**config.mk**
```make
export PLATFORM = sky130hd
export DESIGN_NAME = regfile_access_ctrl
export DESIGN_NICKNAME = d
export VERILOG_FILES = /design/src/rtl/regfile_access_ctrl.sv
export SDC_FILE = /design/constraint.sdc
export NUM_CORES = 1
export LEC_CHECK = 0
export ABC_CLOCK_PERIOD_IN_PS = 3050
export CORE_UTILIZATION = 40
export DETAILED_ROUTE_END_ITERATION = 12
export GPL_TIMING_DRIVEN = 0
export PLACE_DENSITY_LB_ADDON = 0.12
export SYNTH_ARGS = -nofsm -noshare
export SYNTH_HDL_FRONTEND = slang
export SYNTH_SLANG_ARGS = --single-unit
```
**constraint.sdc**
```tcl
create_clock -name Clk_i -period 3.05 [get_ports Clk_i]
set_input_delay 0.4575 -clock Clk_i [delete_from_list [all_inputs] [get_ports Clk_i]]
set_output_delay 0.4575 -clock Clk_i [all_outputs]
set_load 0.01 [all_outputs]
```
**src/rtl/regfile_access_ctrl.sv**
```systemverilog
// Initiator-side sequencer for a 2R/1W register file: read, execute, write back.
// Fixed 4-cycle occupancy per operation; reqReady is low while an operation is in flight.
module regfile_access_ctrl #(
  parameter int DATA_W = 16,
  parameter int ADDR_W = 4
) (
  input  logic              Clk_i,
  input  logic              Reset_i,
  input  logic              reqValid_i,
  output logic              reqReady_o,
  input  logic [1:0]        reqOp_i,
  input  logic [ADDR_W-1:0] reqRs1_i,
  input  logic [ADDR_W-1:0] reqRs2_i,
  input  logic [ADDR_W-1:0] reqRd_i,
  input  logic [DATA_W-1:0] reqImm_i,
  output logic [ADDR_W-1:0] read1_o,
  output logic [ADDR_W-1:0] read2_o,
  input  logic [DATA_W-1:0] dataRead1_i,
  input  logic [DATA_W-1:0] dataRead2_i,
  output logic [ADDR_W-1:0] write_o,
  output logic [DATA_W-1:0] dataToWrite_o,
  output logic              writeEn_o,
  output logic              doneValid_o,
  output logic [DATA_W-1:0] doneData_o,
  output logic              carry_o,
  output logic [15:0]       opCount_o
);

  typedef enum logic [1:0] {IDLE, READ, EXEC, WB} state_t;

  localparam logic [1:0] OP_ADD = 2'b00;
  localparam logic [1:0] OP_SUB = 2'b01;
  localparam logic [1:0] OP_AND = 2'b10;

  state_t              state_q, state_d;
  logic                ready_q, ready_d;
  logic [1:0]          op_q, op_d;
  logic [ADDR_W-1:0]   rd_q, rd_d;
  logic [DATA_W-1:0]   imm_q, imm_d;
  logic [DATA_W-1:0]   opa_q, opa_d;
  logic [DATA_W-1:0]   opb_q, opb_d;
  logic [ADDR_W-1:0]   read1_q, read1_d;
  logic [ADDR_W-1:0]   read2_q, read2_d;
  logic [ADDR_W-1:0]   write_q, write_d;
  logic [DATA_W-1:0]   wdata_q, wdata_d;
  logic                we_q, we_d;
  logic                done_q, done_d;
  logic [DATA_W-1:0]   done_data_q, done_data_d;
  logic                carry_q, carry_d;
  logic [15:0]         op_count_q, op_count_d;
  logic [DATA_W:0]     exec_sum;
  logic [DATA_W-1:0]   exec_res;

  always_ff @(posedge Clk_i) begin
    if (Reset_i) begin
      state_q     <= IDLE;
      ready_q     <= 1'b0;
      op_q        <= '0;
      rd_q        <= '0;
      imm_q       <= '0;
      opa_q       <= '0;
      opb_q       <= '0;
      read1_q     <= '0;
      read2_q     <= '0;
      write_q     <= '0;
      wdata_q     <= '0;
      we_q        <= 1'b0;
      done_q      <= 1'b0;
      done_data_q <= '0;
      carry_q     <= 1'b0;
      op_count_q  <= '0;
    end else begin
      state_q     <= state_d;
      ready_q     <= ready_d;
      op_q        <= op_d;
      rd_q        <= rd_d;
      imm_q       <= imm_d;
      opa_q       <= opa_d;
      opb_q       <= opb_d;
      read1_q     <= read1_d;
      read2_q     <= read2_d;
      write_q     <= write_d;
      wdata_q     <= wdata_d;
      we_q        <= we_d;
      done_q      <= done_d;
      done_data_q <= done_data_d;
      carry_q     <= carry_d;
      op_count_q  <= op_count_d;
    end
  end

  always_comb begin
    state_d     = state_q;
    ready_d     = ready_q;
    op_d        = op_q;
    rd_d        = rd_q;
    imm_d       = imm_q;
    opa_d       = opa_q;
    opb_d       = opb_q;
    read1_d     = read1_q;
    read2_d     = read2_q;
    write_d     = write_q;
    wdata_d     = wdata_q;
    we_d        = 1'b0;
    done_d      = 1'b0;
    done_data_d = done_data_q;
    carry_d     = carry_q;
    op_count_d  = op_count_q;
    exec_sum    = '0;
    exec_res    = '0;

    case (state_q)
      IDLE: begin
        ready_d = 1'b1;
        // ready_q, not ready_d: the first cycle out of reset must not accept
        if (reqValid_i && ready_q) begin
          op_d    = reqOp_i;
          rd_d    = reqRd_i;
          imm_d   = reqImm_i;
          read1_d = reqRs1_i;
          read2_d = reqRs2_i;
          ready_d = 1'b0;
          state_d = READ;
        end
      end
      READ: begin
        opa_d   = dataRead1_i;
        opb_d   = dataRead2_i;
        state_d = EXEC;
      end
      EXEC: begin
        case (op_q)
          OP_ADD: begin
            exec_sum = {1'b0, opa_q} + {1'b0, opb_q};
            exec_res = exec_sum[DATA_W-1:0];
            carry_d  = exec_sum[DATA_W];
          end
          OP_SUB: begin
            exec_res = opa_q - opb_q;
            carry_d  = (opa_q < opb_q);
          end
          OP_AND:  exec_res = opa_q & opb_q;
          default: exec_res = imm_q;
        endcase
        write_d     = rd_q;
        wdata_d     = exec_res;
        done_data_d = exec_res;
        we_d        = 1'b1;
        done_d      = 1'b1;
        state_d     = WB;
      end
      WB: begin
        op_count_d = op_count_q + 16'd1;
        ready_d    = 1'b1;
        state_d    = IDLE;
      end
      default: state_d = IDLE;
    endcase
  end

  assign reqReady_o    = ready_q;
  assign read1_o       = read1_q;
  assign read2_o       = read2_q;
  assign write_o       = write_q;
  assign dataToWrite_o = wdata_q;
  assign writeEn_o     = we_q;
  assign doneValid_o   = done_q;
  assign doneData_o    = done_data_q;
  assign carry_o       = carry_q;
  assign opCount_o     = op_count_q;

endmodule
```
==> run metrics <==
status complete, no violations; Synth top area share between 30% and 40%; Die Ht 124 um; CTS sink cnt 103; fin crit share 87.6%; Total Power around 5.4 mW; Compound-Gate Fraction of Synth Area about 17%; Net count, final about 970; Seq. cell area 2060 um2; Synth Area in Simple Gates 19.3%; Hold WC Path Type flip-flop to flip-flop; Final Max Slew Viols 0; area of the multi-input gates around 3400 um2; main combinational cell family by area after synthesis simple AND/OR/NAND/NOR gates; CTS Buffer Depth 2; H-tree depth reported by CTS 3; Worst Path Buf+Inv 2; Synth cell types 64; I/O Pins around 130; Post-Synth Adder-Cell Area 8.73%; Worst-path clk slew 70 ps; leakage power 2.95 nW; # Max-Cap Violations 0; Routed Antenna Nets 0; Synth area leader dfxtp_1; Post-Synthesis Cells approximately 720; Synth Warn # 0; Synth Area in XOR/XNOR 3.56%; Final Critical Period 2670 ps; routed via count 5444; Worst slew margin between 30% and 40%; Root Buffer Master clkbuf_16; DR DRC count 0; vias per cell about 5.2; post-synthesis register bit count 103; first-pass GRT wire length 28.0 mm; chip width approximately 120 um; WL/cell 17.3 um; number of cell rows 44; final hold viol count 0; worst-skew pair later-pin latency roughly 360 ps; RD Place Congestion 0.899; total wire length 18.2 mm; Async SR Flop Fraction 0%; setup repair bufs after CTS 0; gr usage total 24.7%; VDD IR max ~0.28 mV; largest net degree at the start of global routing 20; CP max-delay cell a2111oi_1; Worst Max-Slew Pin Slew 1040 ps; Layout fillers 1376; Initial Util 40.8%; worst path required time approximately 3400 ps; hpwl dp 14.0 mm; GRT Residual Overflow 0; maximum fanout along the worst path 10; hold_ws 461 ps; initial antenna violation count 0; DRT Pass-1 Iters 5; die area ~15000 um2; syn nets 828; RSZ-0062 raised after global routing false; post-synthesis mux area share 9.57%; final std cells w/o fill 1050; critical path type flip-flop to flip-flop; CP arrival roughly 3000 ps; skew final around 6.7 ps; Synth area leaders dfxtp_1 35%, mux2i_1 8.8%, ha_1 8.0%, nand2_1 5.9%, nor2_1 5.8%; top-count cell post-synth dfxtp_1; Fin Setup TNS 0 ps; Buffers on Ports 127; dpl cells 1034; Num CTS Buffers 9; register area share after synthesis 34.9%; peak per-stage delay on the critical path roughly 520 ps; family with the most delay on the worst path compound AO/OA/AOI/OAI gates; Startpoint Class flip-flop; Initial DRC Count 358; synth cell count leaders 103 x dfxtp_1, 93 x nand2_1, 92 x nor2_1; Syn Area/Cell 8.17 um2; area grow syn2layout 30.9%; critical-path cell list inv_1 -> ha_1 -> buf_2 -> nor3_1 -> nand2_1 -> and3_1 -> a2111oi_1 -> o31ai_1 -> a2111o_1 -> nand3_1; final setup vio count 0; Post-synth EDFFs 0; pwr dens 695 nW/um2; Post-Syn Area 5910 um2; FMAX 374 MHz; crit path capture type flip-flop; Main synth FF type dfxtp_1; Core Region roughly 14000 um2; CTS tree yes; vias in the first global route 5342; diode count 0; share of post-route cells with drive strength above 1 5.77%
[metal layers]
metal | routed length [um] | part of all wire (%) | up-vias | global-route usage, %
met1 | 8790 | 48 | 2562 | 33.0
met4 | 193 | 1.1 | 0 | 6.10
met2 | 8530 | 47 | 130 | 41.3
li1 | - | - | 2738 | -
met5 | 0 | 0 | - | 0
met3 | 662 | 3.6 | 14 | 3.92
[cell families after synthesis]
kind of cell,count (synthesis)
xor gates and xnor gates,24
buffers and inverters,93
and+or+nand+nor,258
DFF,103
muxes,55
AOI/OAI and AO/OA,150
adders and majority gates,40
[placed cells by master (no fill, tap or decap), types with 3 or more instances in the layout]
| cell type | instances |
|---|---|
| ha_1 | 38 |
| a21o_1 | 9 |
| buf_1 | 11 |
| nor2b_1 | 11 |
| xor2_1 | 13 |
| nor3_1 | 11 |
| o31ai_1 | 9 |
| clkdlybuf4s50_1 | 127 |
| nand2_1 | 93 |
| clkbuf_16 | 9 |
| o21a_1 | 4 |
| or3_1 | 4 |
| a211oi_1 | 7 |
| nand3_1 | 13 |
| o22ai_1 | 4 |
| a21oi_1 | 57 |
| dfxtp_1 | 103 |
| clkbuf_1 | 22 |
| mux2i_1 | 52 |
| o2111ai_1 | 3 |
| o21ai_0 | 19 |
| xnor2_1 | 11 |
| nand4_1 | 5 |
| inv_6 | 4 |
| a22o_1 | 3 |
| nor2_1 | 92 |
| and3_1 | 7 |
| buf_4 | 18 |
| o21bai_1 | 5 |
| nand2b_1 | 10 |
| a31oi_1 | 3 |
| buf_2 | 4 |
| nor4_1 | 3 |
| inv_1 | 36 |
[worst min-delay path, cell delays in order, from the launching register on]
cell and delay (ps):
dfxtp_1 310, nand2_1 50, a21oi_1 50
[flip-flops by register name, indices dropped and copies added (netlist names)]
name / count
reqReady_o: 1
opCount_o: 16
read1_o: 4
doneValid_o: 1
op_q: 2
carry_o: 1
read2_o: 4
imm_q: 16
opa_q: 16
doneData_o: 16
opb_q: 16
rd_q: 4
state_q: 2
write_o: 4
[timing repair]
action / CTS / global route
hold buffers: 0 / 0
setup endpoints to repair: 0 / 1
gates resized for setup: 0 / 1
[layout make-up]
class / count / area share [%]
plain buffers: 56 / 3.75
clock buffers: 9 / 2.91
clock inverters: 7 / 1.15
inverters: 37 / 1.80
multi-input cells: 527 / 44.3
flip-flops and latches: 103 / 26.7
well taps: 184 / 2.98
repair buffers: 127 / 16.4
[worst paths after layout]
kind | start | endpoint | slack [ps] | cells past startpoint
worst min register to register | read1_o[2] | read1_o[2] | 460 | 2
worst max register to register | opb_q[7] | doneData_o[13] | 380 | 10
worst max-delay path | opb_q[7] | doneData_o[13] | 380 | 10
worst min-delay path | read1_o[2] | read1_o[2] | 460 | 2
[report_power, final]
part / internal (mW) / switching [mW] / total (mW) / leakage [nW]
clock network: 0.656 / 0.572 / 1.23 / 0.150
logic: 1.03 / 1.41 / 2.44 / 1.96
registers: 1.54 / 0.162 / 1.70 / 0.836
[metrics by stage]
| stage | cell area (um2) | util [%] | worst slack, ps |
|---|---|---|---|
| floorplan | 5910 | - | 693 |
| global placement | 7410 | 51.2 | 182 |
| detailed placement | 7410 | 51.2 | 166 |
| CTS | 7720 | 53.3 | 149 |
| global route | 7730 | 53.4 | 165 |
| finish | 7730 | 53.4 | 377 |
Note: power is estimated with default switching activity, not from simulation.
